$ cat src/rtl/auth_tag_gen.sv
// auth_tag_gen: absorbs a stream of message words under a session key and
// emits a short authentication tag once the final word has been absorbed.
// Each word is XORed with the low key slice, folded down to TAG_WIDTH bits
// and mixed into a rotating accumulator; the key rotates between words.
module auth_tag_gen #(
    parameter int KEY_WIDTH  = 256,
    parameter int TAG_WIDTH  = 8,
    parameter int DATA_WIDTH = 32
) (
    input  logic                  clk,
    input  logic                  reset,
    input  logic [KEY_WIDTH-1:0]  key_in,
    input  logic [TAG_WIDTH-1:0]  key_tag_bits,
    input  logic                  msg_valid,
    input  logic [DATA_WIDTH-1:0] msg_data,
    input  logic                  msg_last,
    output logic                  msg_ready,
    output logic [TAG_WIDTH-1:0]  tag,
    output logic                  tag_valid,
    input  logic                  tag_ready,
    output logic                  busy
);

    typedef enum logic [1:0] {
        S_IDLE   = 2'd0,
        S_ABSORB = 2'd1,
        S_FINAL  = 2'd2,
        S_OUT    = 2'd3
    } state_t;

    state_t                  state_q, state_d;
    logic [KEY_WIDTH-1:0]    key_q, key_d;
    logic [TAG_WIDTH-1:0]    acc_q, acc_d;
    logic [15:0]             count_q, count_d;
    logic [TAG_WIDTH-1:0]    tag_q, tag_d;

    logic                    accept;
    logic [KEY_WIDTH-1:0]    key_base;
    logic [TAG_WIDTH-1:0]    acc_base;
    logic [15:0]             count_base;
    logic [TAG_WIDTH-1:0]    count_tag;

    // XOR of every TAG_WIDTH-bit slice of a data word
    function automatic logic [TAG_WIDTH-1:0] fold_word(input logic [DATA_WIDTH-1:0] w);
        logic [TAG_WIDTH-1:0] f;
        f = '0;
        for (int i = 0; i < DATA_WIDTH / TAG_WIDTH; i++) begin
            f = f ^ w[i*TAG_WIDTH +: TAG_WIDTH];
        end
        return f;
    endfunction

    function automatic logic [TAG_WIDTH-1:0] rotl1(input logic [TAG_WIDTH-1:0] a);
        return {a[TAG_WIDTH-2:0], a[TAG_WIDTH-1]};
    endfunction

    // Shift form keeps this valid even when the key is a single word wide
    function automatic logic [KEY_WIDTH-1:0] key_rotr(input logic [KEY_WIDTH-1:0] k);
        return (k >> DATA_WIDTH) | (k << (KEY_WIDTH - DATA_WIDTH));
    endfunction

    function automatic logic [15:0] sat_inc(input logic [15:0] c);
        return (c == 16'hFFFF) ? c : c + 16'd1;
    endfunction

    // Low TAG_WIDTH bits of the word count, zero-extended for wide tags
    if (TAG_WIDTH > 16) begin : g_cnt_wide
        assign count_tag = {{(TAG_WIDTH-16){1'b0}}, count_q};
    end else begin : g_cnt_narrow
        assign count_tag = count_q[TAG_WIDTH-1:0];
    end

    assign accept = msg_valid & msg_ready;

    // A word accepted in IDLE starts a fresh message from the key-generator inputs
    assign key_base   = (state_q == S_IDLE) ? key_in       : key_q;
    assign acc_base   = (state_q == S_IDLE) ? key_tag_bits : acc_q;
    assign count_base = (state_q == S_IDLE) ? 16'd0        : count_q;

    // State register
    always_ff @(posedge clk or posedge reset) begin
        if (reset) begin
            state_q <= S_IDLE;
        end else begin
            state_q <= state_d;
        end
    end

    // Next-state logic
    always_comb begin
        state_d = state_q;
        case (state_q)
            S_IDLE, S_ABSORB: begin
                if (accept) begin
                    state_d = msg_last ? S_FINAL : S_ABSORB;
                end
            end
            S_FINAL: state_d = S_OUT;
            S_OUT: begin
                if (tag_ready) begin
                    state_d = S_IDLE;
                end
            end
            default: state_d = S_IDLE;
        endcase
    end

    // State-decoded outputs
    always_comb begin
        msg_ready = (state_q == S_IDLE) || (state_q == S_ABSORB);
        busy      = (state_q != S_IDLE);
        tag_valid = (state_q == S_OUT);
    end

    // Absorb step on each accepted word; tag capture in FINAL
    always_comb begin
        key_d   = key_q;
        acc_d   = acc_q;
        count_d = count_q;
        tag_d   = tag_q;
        if (accept) begin
            key_d   = key_rotr(key_base);
            acc_d   = rotl1(acc_base) ^ fold_word(msg_data ^ key_base[DATA_WIDTH-1:0]);
            count_d = sat_inc(count_base);
        end
        if (state_q == S_FINAL) begin
            tag_d = acc_q ^ count_tag;
        end
    end

    // Datapath registers, cleared by reset so no partial message survives it
    always_ff @(posedge clk or posedge reset) begin
        if (reset) begin
            key_q   <= '0;
            acc_q   <= '0;
            count_q <= '0;
            tag_q   <= '0;
        end else begin
            key_q   <= key_d;
            acc_q   <= acc_d;
            count_q <= count_d;
            tag_q   <= tag_d;
        end
    end

    assign tag = tag_q;

endmodule

$ cat config.mk
export PLATFORM = sky130hd
export DESIGN_NAME = auth_tag_gen
export DESIGN_NICKNAME = d
export VERILOG_FILES = /design/src/rtl/auth_tag_gen.sv
export SDC_FILE = /design/constraint.sdc
export NUM_CORES = 1
export LEC_CHECK = 0
export ABC_AREA = 1
export BUFFER_PORTS_ARGS = -buffer_cell sky130_fd_sc_hd__buf_2
export CORE_ASPECT_RATIO = 2
export CORE_UTILIZATION = 49
export DETAILED_ROUTE_END_ITERATION = 12
export PLACE_DENSITY = 0.75
export RECOVER_POWER = 25
export SETUP_SLACK_MARGIN = 0.5
export SLEW_MARGIN = 20
export SYNTH_ARGS = -nofsm -noshare
export SYNTH_HDL_FRONTEND = slang
export SYNTH_SLANG_ARGS = --single-unit
$ cat constraint.sdc
create_clock -name clk -period 11.3 [get_ports clk]
set_clock_uncertainty 0.2 [all_clocks]
set_input_delay 0.565 -clock clk [delete_from_list [all_inputs] [get_ports clk]]
set_output_delay 0.565 -clock clk [all_outputs]
set_load 0.05 [all_outputs]
### Word level (Yosys, flattened, before mapping)

Index checks and enable logic that the tools add are counted.

| cells by class | value |
|---|---|
| add/subtract/negate cells | 1 |
| eq/ne operators | 6 |
| multiplexer cells | 8 |
| bitwise operators | 8 |
| reduce and logical (&&, ||, !) cells | 5 |

Operators by type and width:

| operator | count |
|---|---|
| 2-to-1 mux 256 bit | 1 |
| OR 224 x 256 -> 256 bit | 1 |
| bitwise XOR 8 bit | 5 |
| 2-to-1 mux 16 bit | 2 |
| bitwise XOR 32 bit | 1 |
| adder 16 x 1 -> 16 bit, second input constant | 1 |
| equality test 16 bit, second input constant | 1 |
| 2-to-1 mux 8 bit | 1 |
| 2-to-1 mux 2 bit | 3 |
| case mux 2 bit (3 select lines) | 1 |
| equality test 2 bit, second input constant | 2 |
| equality test 2 x 1 -> 1 bit, second input constant | 1 |
| logical NOT 2 bit | 1 |
| != test 2 x 1 -> 1 bit, second input constant | 1 |
| != test 2 bit, second input constant | 1 |
| AND reduction 2 bit | 1 |
| nonzero test 2 bit | 1 |
| OR reduction 2 bit | 1 |
| AND 1 bit | 1 |
| logical OR 1 bit | 1 |

| word-level totals | value |
|---|---|
| register bits | 290 |
| bits of input ports | 301 |
| output and inout bits | 11 |
| logic and storage cells | 33 |

### Longest topological paths before layout

Gate-level depths: netlist (run 1).

| depth | value |
|---|---|
| depth in word-level cells | 7 |
| gate-level depth with buffers | 15 |
| gate-level depth less buffers | 12 |

### Worst setup path after synthesis (run 1)

OpenSTA, ideal clock, no wires.

| timing | value |
|---|---|
| path type | register to register |
| start point | register state_q[1] |
| end point | register count_q[0] |
| library setup time | 0.121 ns |
| data arrival time | 1.922 ns |
| required time | 10.979 ns |
| path slack | 9.057 ns |
| stages on the path, launching flop included | 12 |
| buffers on the path | 2 |
| clock period less this slack | 2.243 ns |
| cells stage by stage | dfrtp_1 -> nor2_2 -> buf_2 -> buf_2 -> nor2_1 -> ha_1 -> nand3_1 -> nand3b_1 -> nor2_4 -> nand3_1 -> o211ai_1 -> nand2_1 |

| on the way | value |
|---|---|
| longest elaborated chain between the ends | 4 |
| elaborated cells on any way between the ends | 8 |
| those cells by class | add/sub (1); eq/ne (2); mux (2); bitwise (1); reduce/logical (2) |

RTL lines:

| element | line | RTL |
|---|---|---|
| start: declaration | 31 | `state_t state_q, state_d;` |
| start signal: assignment | 85 | `state_q <= state_d;` |
| logical NOT 2 bit | 78, 110 |  |
| 2-to-1 mux 16 bit | 78 | `assign count_base = (state_q == S_IDLE) ? 16'd0 : count_q;` |
| adder 16 x 1 -> 16 bit / equality test 16 bit (equally long branches) | 63 | `return (c == 16'hFFFF) ? c : c + 16'd1;` |
| 2-to-1 mux 16 bit | 63 |  |
| end signal: assignment | 141 | `count_q <= count_d;` |
| end: declaration | 34 | `logic [15:0] count_q, count_d;` |

Parallel ways exist; a longest one is shown, timed or not.
A chain may end at the register's enable or synchronous reset.

### Final worst setup path (run 1)

| timing | value |
|---|---|
| start point | register state_q[0] |
| end point | register key_q[138] |

| on the way | value |
|---|---|
| longest elaborated chain between the ends | 3 |
| elaborated cells on any way between the ends | 6 |
| those cells by class | eq/ne (1); mux (1); bitwise (2); reduce/logical (2) |

RTL lines:

| element | line | RTL |
|---|---|---|
| logical NOT 2 bit / equality test 2 x 1 -> 1 bit (equally long branches) | 76, 110 |  |
| 2-to-1 mux 256 bit / logical OR 1 bit (equally long branches) | 76, 110 |  |
| OR 224 x 256 -> 256 bit / AND 1 bit (equally long branches) | 59, 73 |  |
| end signal: assignment | 139 | `key_q <= key_d;` |
| end: declaration | 32 | `logic [KEY_WIDTH-1:0] key_q, key_d;` |

Parallel ways exist; a longest one is shown, timed or not.

==> results of run 1 <==
-- cell families (layout without fill, tap and decap cells) --
logic type / Yosys count / in the layout / share of synthesized area, %
AOI/OAI and AO/OA: 591 / 591 / 20.41
xor gates and xnor gates: 18 / 18 / 1.030
adders and majority gates: 1 / 1 / 0.08175
buffers and inverters: 416 / 659 / 10.63
DFF: 290 / 290 / 47.42
other: 0 / 3 / 0
and+or+nand+nor: 782 / 782 / 20.43
-- sequential cells by signal, summed over array words and instances, names as in the netlist --
| signal | count |
|---|---|
| key_q | 256 |
| acc_q | 8 |
| state_q | 2 |
| count_q | 16 |
| tag | 8 |
-- worst min-delay path: stages --
cell and delay (ns):
sky130_fd_sc_hd__buf_2 0.07, sky130_fd_sc_hd__o21ai_0 0.06, sky130_fd_sc_hd__o21ai_0 0.07
-- report_power, final --
part           internal (mW)  total [mW]  switching [mW]
clock                  0.552       0.978           0.426
combinational          0.659        2.27            1.61
sequential              1.53        1.78           0.245
total                   2.74        5.02            2.28
-- area by class of cell --
class | count | area [sq um]
fillers | 2916 | 12900
multi-input cells | 1392 | 6439
clock buffers | 30 | 716.9
flip-flops and latches | 290 | 7257
diodes | 3 | 7.507
repair buffers | 322 | 1652
clock inverters | 20 | 221.5
inverters | 287 | 1084
well taps | 372 | 465.4
-- per-layer routing --
| layer | share of wire, % | GRT usage [%] | routed length [microns] | vias to the layer above |
|---|---|---|---|---|
| li1 | - | - | - | 7223 |
| met1 | 35 | 38.33 | 18790 | 7139 |
| met2 | 49 | 56.34 | 26270 | 660 |
| met3 | 5.5 | 2.926 | 2942 | 186 |
| met4 | 11 | 33.27 | 5973 | 0 |
| met5 | 0 | 0 | 0 | - |
-- through the flow --
| step | hold slack, ns | std cells | power (mW) | instance area [sq um] |
|---|---|---|---|---|
| global placement | 0.2620 | 2663 | 3.946 | 16900 |
| CTS | 0.02706 | 2713 | 5.009 | 17840 |
| global route | 0.05233 | 2716 | 5.400 | 17840 |
| finish | 0.04302 | 2716 | 5.023 | 17840 |
| floorplan | 0.2479 | 2098 | 3.331 | 15300 |
| detailed placement | 0.2684 | 2663 | 4.025 | 16900 |
-- layout by cell type, fill, tap and decap left out, types with 8 or more instances in the layout --
cell,synthesis,layout
sky130_fd_sc_hd__nor3_1,35,35
sky130_fd_sc_hd__clkinv_2,0,10
sky130_fd_sc_hd__o21ai_0,390,390
sky130_fd_sc_hd__nand3_1,76,76
sky130_fd_sc_hd__dfrtp_1,290,290
sky130_fd_sc_hd__buf_2,43,311
sky130_fd_sc_hd__buf_4,3,8
sky130_fd_sc_hd__nor2_1,168,167
sky130_fd_sc_hd__inv_1,283,280
sky130_fd_sc_hd__nand2_1,486,485
sky130_fd_sc_hd__a211oi_1,32,32
sky130_fd_sc_hd__o22ai_1,51,51
sky130_fd_sc_hd__a21oi_1,102,102
sky130_fd_sc_hd__clkbuf_16,0,27
sky130_fd_sc_hd__xnor2_1,11,11
-- how the worst max path moves through the flow --
stage | start | end | slack (ns)
3_5_place_dp | state_q[0]$_DFFE_PP0P_ | key_q[138]$_DFFE_PP0P_ | 7.33
4_1_cts | state_q[0]$_DFFE_PP0P_ | key_q[138]$_DFFE_PP0P_ | 7.33
6_report | state_q[0]$_DFFE_PP0P_ | key_q[138]$_DFFE_PP0P_ | 5.93
3_3_place_gp | state_q[0]$_DFFE_PP0P_ | count_q[11]$_DFFE_PP0P_ | 7.41
2_1_floorplan | reset | acc_q[0]$_DFFE_PP0P_ | 2.53
5_1_grt | reset | count_q[13]$_DFFE_PP0P_ | 5.29
==> flow_metrics.env, run 1 <==
export IMPL_overall_die_height_microns=251.9
export IMPL_ios=312
export IMPL_tritoncts_clock_tree="done"
export IMPL_timing_rr_end="key_q[138]$_DFFE_PP0P_"
export IMPL_vias_per_cell=5.599
export IMPL_reg2reg_setup_slack_ns=5.93
export IMPL_finalHoldViolCount=0
export IMPL_status="complete, but fails checks"
export IMPL_max_freq_ghz=0.1862
export IMPL_worst_skew_pair_late_latency_ns=0.57
export IMPL_worst_hold_path_type="input pin to register"
export IMPL_setup_ws_ns=5.930
export IMPL_finish_utilization_pct=58.04
export IMPL_first_pass_grt_wire_length_mm=81.53
export IMPL_die_x_microns=127.0
export IMPL_drt_first_iter_violations=1203
export IMPL_track_usage_pct=34.14
export IMPL_place_gp_congestion=0.9188
export IMPL_max_clock_path_buffers=3
export IMPL_timing_critical_path_to_type="register"
export IMPL_antenna_found_initial=3
export IMPL_holdPathEnd="key_q[153]$_DFFE_PP0P_"
export IMPL_lkg_pwr_nw=9.127
export IMPL_vias=15210
export IMPL_fin_crit_ns=5.370
export IMPL_worstMarginPinSlew_ns=6.191
export IMPL_number_of_enable_flip_flop_cells_after_synthesis=0
export IMPL_rr_startpoint="state_q[0]$_DFFE_PP0P_"
export IMPL_maxCapViolations=2
export IMPL_hold_start="key_in[185]"
export IMPL_worstRegToRegCells=8
export IMPL_post_synth_top_area_cell="sky130_fd_sc_hd__dfrtp_1"
export IMPL_setup_worst_path_start_class="register"
export IMPL_timing_critical_path_cells="clkbuf_1 -> clkinv_1 -> nand2_4 -> buf_4 -> buf_4 -> a21oi_1 -> o21ai_0 -> o21ai_0"
export IMPL_setup_worst_path_class="register to register"
export IMPL_area_growth_pct=16.60
export IMPL_violations="capacitance limit, slew limit"
export IMPL_synth_lib_cells_used_distinct=31
export IMPL_worstPathRequired_ns=11.50
export IMPL_dieArea_sq_um=31980
export IMPL_timing_max_transition_violations_final=180
export IMPL_grt_start_max_net_pins=224
export IMPL_clock_root_buffer="sky130_fd_sc_hd__clkbuf_16"
export IMPL_cts_sinks=290
export IMPL_routed_wl_mm=53.98
export IMPL_synth_most_common_cell="sky130_fd_sc_hd__nand2_1"
export IMPL_design_final_nets=2622
export IMPL_clk_pin_slew_worst_paths_ns=0.07
export IMPL_dpl_worst_slack_ns=7.333
export IMPL_synth_top_cell_area_share_pct=47.42
export IMPL_worstPathMaxFanout=105
export IMPL_syn_avg_cell_area_sq_um=7.294
export IMPL_dr_pass1_iters=6
export IMPL_cp_data_arrival_time_ns=5.57
export IMPL_cp_top_delay_family="buffers and inverters"
export IMPL_dp_hpwl_mm=39.87
export IMPL_grt_pass1_vias=14830
export IMPL_cts_resized_gates=0
export IMPL_rsz_0062_raised_after_global_routing="false"
export IMPL_drc=0
export IMPL_power_density_of_the_placed_cells_nw_per_um2=281.6
export IMPL_drive_above_1_share_pct=16.49
export IMPL_asyncSetResetFlopFracSynth_pct=100.0
export IMPL_avg_wl_per_cell_microns=19.88
export IMPL_cts_made_buffers=27
export IMPL_holdPathStages=3
export IMPL_rows=91
export IMPL_post_cts_setup_buffers=0
export IMPL_ir_worst_vdd_mv=0.1690
export IMPL_period_utilization_pct=47.52
export IMPL_ys_warnings_count=0
export IMPL_netlist_instances=2098
export IMPL_ctsHtreeMaxLevel=1
export IMPL_final_setup_tns_ns=0
export IMPL_global_route_overflow_total=0
export IMPL_core_area_sq_um=30740
export IMPL_floorplan_initialDensity_pct=49.78
export IMPL_critical_path_max_stage_delay_ns=1.42
export IMPL_setup_violations=0
export IMPL_synth_area_leaders="sky130_fd_sc_hd__dfrtp_1 47%, sky130_fd_sc_hd__o21ai_0 13%, sky130_fd_sc_hd__nand2_1 12%, sky130_fd_sc_hd__inv_1 6.9%, sky130_fd_sc_hd__nor2_1 4.1%"
export IMPL_netlist_area_sq_um=15300
export IMPL_ys_flop_type="sky130_fd_sc_hd__dfrtp_1"
export IMPL_drtAntennaViolNets=0
export IMPL_net_count_synth=2400
export IMPL_critical_path_n_buffers_inverters=4
export IMPL_synth_sequential_area_ratio_pct=47.42
export IMPL_number_of_cells_on_the_critical_path=8
export IMPL_max_slew_margin_pct=-315.0
export IMPL_cts_hold_buffers=0
export IMPL_cpMaxStageDelayCell="sky130_fd_sc_hd__clkbuf_1"
export IMPL_io_buffer_count=311
export IMPL_synth_commonest_cells="486 x sky130_fd_sc_hd__nand2_1, 390 x sky130_fd_sc_hd__o21ai_0, 290 x sky130_fd_sc_hd__dfrtp_1, 283 x sky130_fd_sc_hd__inv_1, 168 x sky130_fd_sc_hd__nor2_1"
export IMPL_ys_seq_elements=290
(Power assumes the default switching activity.)
==> run 2, diff against run 1 <==
PLACE_DENSITY = 0.78   (was 0.75)
clock period = 4.9 ns   (was 11.3 ns; I/O delays follow)
==> flow_metrics.env, run 2 (synthesis results as in run 1) <==
export IMPL_track_usage_pct=38.99
export IMPL_worst_hold_path_type="input pin to register"
export IMPL_finalHoldViolCount=0
export IMPL_design_final_nets=2879
export IMPL_vias_per_cell=5.758
export IMPL_timing_critical_path_to_type="output pin"
export IMPL_overall_die_height_microns=251.9
export IMPL_first_pass_grt_wire_length_mm=93.83
export IMPL_tritoncts_clock_tree="done"
export IMPL_antenna_found_initial=2
export IMPL_clock_root_buffer="sky130_fd_sc_hd__clkbuf_16"
export IMPL_postPlaceCellArea_sq_um=16990
export IMPL_worstPathRequired_ns=4.45
export IMPL_grt_start_max_net_pins=175
export IMPL_clk_pin_slew_worst_paths_ns=0.07
export IMPL_vias=17090
export IMPL_core_area_sq_um=30740
export IMPL_placed_cells_incl_taps=2670
export IMPL_critical_path_n_buffers_inverters=3
export IMPL_cp_top_delay_family="buffers and inverters"
export IMPL_dpl_worst_slack_ns=1.921
export IMPL_max_clock_path_buffers=3
export IMPL_worst_skew_pair_late_latency_ns=0.55
export IMPL_maxCapViolations=2
export IMPL_cts_sinks=290
export IMPL_status="complete, but fails checks"
export IMPL_fin_crit_ns=3.386
export IMPL_global_route_overflow_total=0
export IMPL_largest_registers="key_q x256, count_q x16"
export IMPL_final_setup_tns_ns=0
export IMPL_cp_data_arrival_time_ns=2.94
export IMPL_commonest_cells_after_routing_fill_and_taps_aside="485 x sky130_fd_sc_hd__nand2_1, 390 x sky130_fd_sc_hd__o21ai_0, 302 x sky130_fd_sc_hd__buf_2"
export IMPL_grt_pass1_vias=17100
export IMPL_worstPathMaxFanout=34
export IMPL_drive_above_1_share_pct=14.53
export IMPL_critical_path_max_stage_delay_ns=1.33
export IMPL_max_freq_ghz=0.2953
export IMPL_number_of_flip_flops_in_the_largest_register=256
export IMPL_worstMarginPinSlew_ns=1.984
export IMPL_drc=0
export IMPL_area_growth_pct=33.10
export IMPL_setup_worst_path_class="register to output pin"
export IMPL_floorplan_initialDensity_pct=49.78
export IMPL_setup_violations=0
export IMPL_setup_worst_path_start_class="register"
export IMPL_rows=91
export IMPL_drt_first_iter_violations=1722
export IMPL_avg_wl_per_cell_microns=20.94
export IMPL_finalNonFillerCells=2968
export IMPL_ctsHtreeMaxLevel=1
export IMPL_routed_wl_mm=62.14
export IMPL_period_utilization_pct=69.10
export IMPL_layout_commonest_cell="sky130_fd_sc_hd__nand2_1"
export IMPL_io_buffer_count=311
export IMPL_place_gp_congestion=0.9457
export IMPL_timing_critical_path_cells="clkbuf_1 -> nand2_1 -> inv_1 -> buf_2"
export IMPL_dr_pass1_iters=6
export IMPL_rsz_0062_raised_after_global_routing="false"
export IMPL_violations="capacitance limit, slew limit"
export IMPL_postLayoutCellArea_sq_um=20370
export IMPL_max_flop_register="key_q"
export IMPL_max_slew_margin_pct=-32.26
export IMPL_dp_hpwl_mm=39.34
export IMPL_cts_resized_gates=0
export IMPL_setup_ws_ns=1.514
export IMPL_timing_max_transition_violations_final=70
export IMPL_ir_worst_vdd_mv=0.4142
export IMPL_power_density_of_the_placed_cells_nw_per_um2=587.2
export IMPL_lkg_pwr_nw=10.17
export IMPL_die_x_microns=127.0
export IMPL_dieArea_sq_um=31980
export IMPL_ios=312
export IMPL_cts_made_buffers=27
export IMPL_drtAntennaViolNets=0
export IMPL_cpMaxStageDelayCell="sky130_fd_sc_hd__clkbuf_1"
==> run 2: cell count changes in the layout (fill, tap and decap cells not counted), sizes merged, moves of 2 or more <==
cell | before | now
buf | 321 | 318
clkbuf | 31 | 46
clkinvlp | 4 | 2
clkinv | 13 | 8
dlygate4sd3 | 0 | 249
==> run 2: cell type report <==
type,instances,area (sq um)
clock inverter,12,145.1
antenna,2,5.005
inverter,287,1084
fill,2464,10380
tap,372,465.4
timing repair buffer,579,4240
clock buffer,34,732.0
sequential,290,7257
multi-input combinational,1392,6439
==> run 2: worst register-to-register path, cell delays in order (launching register included) <==
cell                            delay (ns)
sky130_fd_sc_hd__dfrtp_1              0.46
sky130_fd_sc_hd__clkbuf_1             1.33
sky130_fd_sc_hd__nand2_1              0.20
sky130_fd_sc_hd__nor2_1               0.21
sky130_fd_sc_hd__a21oi_1              0.08
sky130_fd_sc_hd__a21oi_1              0.14
sky130_fd_sc_hd__dlygate4sd3_1        0.59
sky130_fd_sc_hd__inv_1                0.05
==> run 2: report_power, final <==
part / switching (mW) / leakage [nW] / total, mW / internal [mW]
clock: 0.956 / 0.434 / 2.17 / 1.21
sequential: 0.650 / 3.57 / 4.18 / 3.53
combinational: 3.92 / 6.17 / 5.61 / 1.69
==> run 2: metrics by stage <==
stage	util, %	power (mW)	hold slack [ns]
floorplan	-	7.683	0.1967
global placement	55.26	9.156	0.1800
detailed placement	55.26	9.355	0.1849
CTS	66.19	11.70	0.0004571
global route	66.25	12.72	0.03790
finish	66.25	11.96	0.03007
==> run 2: repair_timing <==
action	4_1_cts	5_1_grt
buffers inserted	0	0
hold buffers	248	1
setup endpoints to repair	0	0
hold endpoints to repair	271	1
==> run 2: routing by layer <==
metal  global-route usage, %  wire, microns
met1                   42.89          21100
met2                   63.09          29340
met3                   5.577           4459
met4                   39.25           7242
met5                       0              0
==> run 2: final timing paths <==
| path | from | endpoint | slack (ns) | cells after the start |
|---|---|---|---|---|
| worst max-delay path | state_q[0]$_DFFE_PP0P_ | tag_valid | 1.51 | 4 |
| worst min-delay path | msg_data[23] | acc_q[7]$_DFFE_PP0P_ | 0.03 | 8 |
| worst max register to register | state_q[0]$_DFFE_PP0P_ | state_q[1]$_DFFE_PP0P_ | 1.54 | 7 |
| worst min register to register | key_q[53]$_DFFE_PP0P_ | key_q[53]$_DFFE_PP0P_ | 0.28 | 2 |
| max in group asynchronous | reset | tag[5]$_DFFE_PP0N_ | 1.71 | 4 |
| min in group asynchronous | reset | key_q[194]$_DFFE_PP0P_ | 0.36 | 3 |
